`config.mk`:
```
export PLATFORM = sky130hd
export DESIGN_NAME = arb_req_client
export DESIGN_NICKNAME = d
export VERILOG_FILES = /design/src/rtl/arb_req_client.sv
export SDC_FILE = /design/constraint.sdc
export NUM_CORES = 1
export LEC_CHECK = 0
export ABC_CLOCK_PERIOD_IN_PS = 2890
export CELL_PAD_IN_SITES_DETAIL_PLACEMENT = 0
export CELL_PAD_IN_SITES_GLOBAL_PLACEMENT = 1
export CORE_MARGIN = 1.5
export CORE_UTILIZATION = 40
export DETAILED_ROUTE_END_ITERATION = 16
export PLACE_DENSITY = 0.84
export SETUP_SLACK_MARGIN = 0.5
export SLEW_MARGIN = 20
export SYNTH_ARGS = -nofsm -noshare
export SYNTH_HDL_FRONTEND = slang
export SYNTH_SLANG_ARGS = --single-unit
```
`constraint.sdc`:
```
create_clock -name clock -period 2.89 [get_ports clock]
set_input_delay 0.7225 -clock clock [delete_from_list [all_inputs] [get_ports clock]]
set_output_delay 0.7225 -clock clock [all_outputs]
set_load 0.02 [all_outputs]
```
`src/rtl/arb_req_client.sv`:
```
// Requester-side client for the 2-way req/gnt arbiter: turns per-channel burst commands into held requests.
// Optional REQ_TIMEOUT_EN adds a per-channel wait counter that aborts a request never granted within TIMEOUT cycles.
module arb_req_client #(
    parameter int LEN_W   = 4,
    parameter int TIMEOUT = 15
) (
    input  logic             clock,
    input  logic             reset,
    input  logic             start_0,
    input  logic [LEN_W-1:0] len_0,
    input  logic             start_1,
    input  logic [LEN_W-1:0] len_1,
    input  logic             gnt_0,
    input  logic             gnt_1,
    output logic             req_0,
    output logic             req_1,
    output logic             busy_0,
    output logic             busy_1,
    output logic             done_0,
    output logic             done_1,
    output logic             err_0,
    output logic             err_1
);

    typedef enum logic [1:0] {
        IDLE = 2'd0,
        REQ  = 2'd1,
        BUSY = 2'd2
    } state_t;

    logic [1:0]       start_v;
    logic [1:0]       gnt_v;
    logic [1:0]       req_v;
    logic [1:0]       busy_v;
    logic [1:0]       done_v;
    logic [1:0]       err_v;
    logic [LEN_W-1:0] len_v [2];

    assign start_v  = {start_1, start_0};
    assign gnt_v    = {gnt_1, gnt_0};
    assign len_v[0] = len_0;
    assign len_v[1] = len_1;

    assign req_0  = req_v[0];
    assign req_1  = req_v[1];
    assign busy_0 = busy_v[0];
    assign busy_1 = busy_v[1];
    assign done_0 = done_v[0];
    assign done_1 = done_v[1];
    assign err_0  = err_v[0];
    assign err_1  = err_v[1];

    for (genvar c = 0; c < 2; c++) begin : g_ch
        state_t           state, state_next;
        logic [LEN_W-1:0] rem, rem_next;
        logic             req_q, req_next;
        logic             busy_q, busy_next;
        logic             done_q, done_next;
`ifdef REQ_TIMEOUT_EN
        localparam int WAIT_W = $clog2(TIMEOUT + 1);
        logic [WAIT_W-1:0] wait_cnt, wait_next;
        logic              err_q, err_next;
`endif

        always_ff @(posedge clock) begin
            if (reset) begin
                state  <= IDLE;
                rem    <= '0;
                req_q  <= 1'b0;
                busy_q <= 1'b0;
                done_q <= 1'b0;
`ifdef REQ_TIMEOUT_EN
                wait_cnt <= '0;
                err_q    <= 1'b0;
`endif
            end else begin
                state  <= state_next;
                rem    <= rem_next;
                req_q  <= req_next;
                busy_q <= busy_next;
                done_q <= done_next;
`ifdef REQ_TIMEOUT_EN
                wait_cnt <= wait_next;
                err_q    <= err_next;
`endif
            end
        end

        // Outputs are computed one cycle ahead so req/busy/done/err all leave registers.
        always_comb begin
            state_next = state;
            rem_next   = rem;
            req_next   = req_q;
            busy_next  = busy_q;
            done_next  = 1'b0;
`ifdef REQ_TIMEOUT_EN
            wait_next = wait_cnt;
            err_next  = 1'b0;
`endif
            unique case (state)
                IDLE: begin
                    if (start_v[c]) begin
                        state_next = REQ;
                        rem_next   = (len_v[c] == '0) ? LEN_W'(1) : len_v[c];
                        req_next   = 1'b1;
                        busy_next  = 1'b1;
`ifdef REQ_TIMEOUT_EN
                        wait_next = '0;
`endif
                    end
                end
                REQ, BUSY: begin
                    if (gnt_v[c]) begin
`ifdef REQ_TIMEOUT_EN
                        wait_next = '0;
`endif
                        if (rem == LEN_W'(1)) begin
                            state_next = IDLE;
                            req_next   = 1'b0;
                            busy_next  = 1'b0;
                            done_next  = 1'b1;
                        end else begin
                            state_next = BUSY;
                            rem_next   = rem - 1'b1;
                        end
                    end
`ifdef REQ_TIMEOUT_EN
                    // Only a request that has never been granted can time out; a preempted burst waits forever.
                    else if (state == REQ) begin
                        if (wait_cnt == WAIT_W'(TIMEOUT - 1)) begin
                            state_next = IDLE;
                            req_next   = 1'b0;
                            busy_next  = 1'b0;
                            err_next   = 1'b1;
                        end else begin
                            wait_next = wait_cnt + 1'b1;
                        end
                    end
`endif
                end
                default: begin
                    state_next = IDLE;
                    req_next   = 1'b0;
                    busy_next  = 1'b0;
                end
            endcase
        end

        assign req_v[c]  = req_q;
        assign busy_v[c] = busy_q;
        assign done_v[c] = done_q;
`ifdef REQ_TIMEOUT_EN
        assign err_v[c] = err_q;
`else
        assign err_v[c] = 1'b0;
`endif
    end

endmodule

```
==> results.tsv <==
metric	value	unit
status	complete, no violations	
regToRegEndpoint	g_ch[1].rem[2]	
max-vdd-ir-drop	564	uV
worst_slew_pin_slew	649	ps
synth-seq-area-share	0.303	
power_leakage	0.494	nW
wirelength	1930	um
yosys_warnings	0	
min_path_type	reg -> reg	
power_switching_share	0.436	
p_int	0.000789	W
cts_root_buf	clkbuf_4	
layout_setup_ws	870	ps
holdPathEnd	g_ch[0].state[1]	
ctsLongestPathBuffers	2	
first_global_vias	816	
grt_setup_unrepaired	false	
vias	866	
mostFrequentLayoutCells	19 x clkdlybuf4s50_1, 16 x dfxtp_1, 15 x nor2_1, 12 x inv_1	
netlist_area	0.00106	mm^2
cts.sinks	16	
hold_viol	0	
insertion_delay	290	ps
cts-resized-gates	0	
p_clk_frac	0.108	
nets	158	
cts_setup_buffers	0	
maxCapViolCount	0	
groute.usage.overall	0.155	
hold_ws	481	ps
power_switching	0.000610	W
viasPerCell	5.25	
dieArea	0.00296	mm^2
crit_path_end_kind	flop	
slowest_delay	450	ps
max_freq	495	MHz
firstDrtPassIters	4	
crit_fanout	12	
gp_congestion	0.741	
syn_area_per_cell	8.97	um^2
final_common_cell	clkdlybuf4s50_1	
power_frac_comb	0.625	
grt_antenna_before_repair	0	
period_share	0.699	
whs_path_depth	2	
drc	0	
clk_pin_slew	100	ps
grt_max_degree	17	
core-area	0.00250	mm^2
required	3090	ps
yosysUniqueCellTypes	31	
powerDensity	1100	mW/mm^2
finClkSkew	7.83	ps
power.share.sequential	0.267	
hp-start	g_ch[0].state[1]	
synth_seq_cells	16	
portBuffers	19	
hold_buffers	0	
syn_inst	118	
cpMaxStageDelayCell	ha_1	
drt_iter0_drc	15	
fp.dieW	54.4	um
grt.overflow.total	0	
diodes	0	
postRouteAntennaNets	0	
crit_chain	inv_1 -> ha_1 -> nor4bb_4 -> nor4_4 -> o21ai_1 -> a221oi_2	
cp_data_arrival_time	2220	ps
grt_first_pass_wirelength	3320	um
dpl_worst_slack	664	ps
r2r_cells	6	
period_needed	2020	ps
finalMaxSlewViolations	0	
reg2reg_from	g_ch[1].state[0]	
rows	18	
place_hpwl	1440	um
startpoint_type	flop	
ios	22	
setup_violations	0	
fin_util	0.508	
rrSetupSlack	870	ps
post_drt_wl_per_cell	11.7	um
crit_type	reg -> reg	
cts_tree	done	
start_util	0.423	
final_layout_size_suffix_gt1_frac	0.0889	
htree_levels	1	
cts-buffers-inserted	3	
slew-limit-headroom	0.566	
timing.setup.tns	0	ps
die_y	54.4	um
area_growth	19.9	%
power.total	0.00140	W
synth_stat cells:
cell type / count / share of area
a211oi_2: 2 / 0.024
a21oi_1: 7 / 0.033
a221oi_1: 1 / 0.0083
a221oi_2: 1 / 0.014
a311oi_1: 1 / 0.0083
a311oi_2: 1 / 0.014
and3b_1: 2 / 0.017
and4bb_4: 1 / 0.015
buf_2: 1 / 0.0047
buf_4: 4 / 0.028
bufbuf_8: 1 / 0.018
clkbuf_1: 1 / 0.0035
conb_1: 1 / 0.0035
dfxtp_1: 16 / 0.30
ha_1: 8 / 0.095
inv_1: 12 / 0.043
mux2i_1: 8 / 0.076
nand2_1: 2 / 0.0071
nand2b_1: 1 / 0.0059
nand3_1: 4 / 0.019
nor2_1: 15 / 0.053
nor2b_1: 4 / 0.024
nor3_1: 4 / 0.019
nor4_4: 2 / 0.040
nor4bb_4: 1 / 0.024
o211ai_1: 2 / 0.014
o21ai_0: 7 / 0.033
o21ai_1: 2 / 0.0095
o31ai_1: 2 / 0.014
or3b_1: 2 / 0.017
or4_1: 2 / 0.014
final cells by class:
cell class	count	area [um^2]
inverter	12	45.0
timing repair buffer	19	190
clock buffer	4	36.3
multi-input combinational	84	639
fill	247	1230
tap	30	37.5
sequential	16	320
worst max-delay path: cells and delay by family (launching register included):
kind	cells	cell delay [ps]
DFF	1	350
adders and majority gates	1	450
AOI/OAI and AO/OA	2	360
buffers and inverters	1	60
and+or+nand+nor	2	700
sequential cells by signal (all words and copies together) (netlist names):
signal,cells
busy_0,1
done_0,1
g_ch.state,4
g_ch.rem,8
done_1,1
busy_1,1
routing by layer:
| metal | global-route usage | share of wire | vias up |
|---|---|---|---|
| li1 | - | - | 448 |
| met1 | 0.184 | 0.47 | 398 |
| met2 | 0.269 | 0.48 | 18 |
| met3 | 0.0410 | 0.044 | 2 |
| met4 | 0.0500 | 0.0078 | 0 |
| met5 | 0 | 0 | - |
worst max-delay path by stage:
stage,from,to,slack [ps],cells after the start
after floorplan,g_ch[0].state[0],g_ch[0].rem[2],1220,7
after global placement,gnt_0,g_ch[0].rem[2],680,5
after detailed placement,gnt_0,g_ch[0].rem[2],660,5
after CTS,g_ch[1].state[0],g_ch[1].rem[2],850,6
after global routing,g_ch[1].state[0],g_ch[1].rem[2],680,6
final,g_ch[1].state[0],g_ch[1].rem[2],870,6
kinds of logic (layout without fill, tap and decap cells):
kind of cell | count (synthesis) | in the layout | share of synthesized area
flops | 16 | 16 | 0.303
other cells | 1 | 2 | 0.00354
buf+inv | 19 | 35 | 0.0969
compound gates | 26 | 26 | 0.173
mux | 8 | 8 | 0.0757
fa+ha+maj | 8 | 8 | 0.0946
simple gates | 40 | 40 | 0.254
power by group through the flow:
| stage | registers (W) | clock network, W | logic, W |
|---|---|---|---|
| 2_1_floorplan | 0.000373 | 0 | 0.000756 |
| 3_3_place_gp | 0.000373 | 0 | 0.000861 |
| 3_5_place_dp | 0.000378 | 0 | 0.000873 |
| 4_1_cts | 0.000374 | 0.000158 | 0.000883 |
| 5_1_grt | 0.000385 | 0.000168 | 0.000996 |
| 6_report | 0.000373 | 0.000151 | 0.000875 |
stage by stage:
step                      instances  area [um^2]
final                           165         1270
after global placement          161         1230
after global routing            165         1270
after floorplan                 119         1060
after CTS                       165         1270
after detailed placement        161         1230
Note: power is estimated with default switching activity, not from simulation.
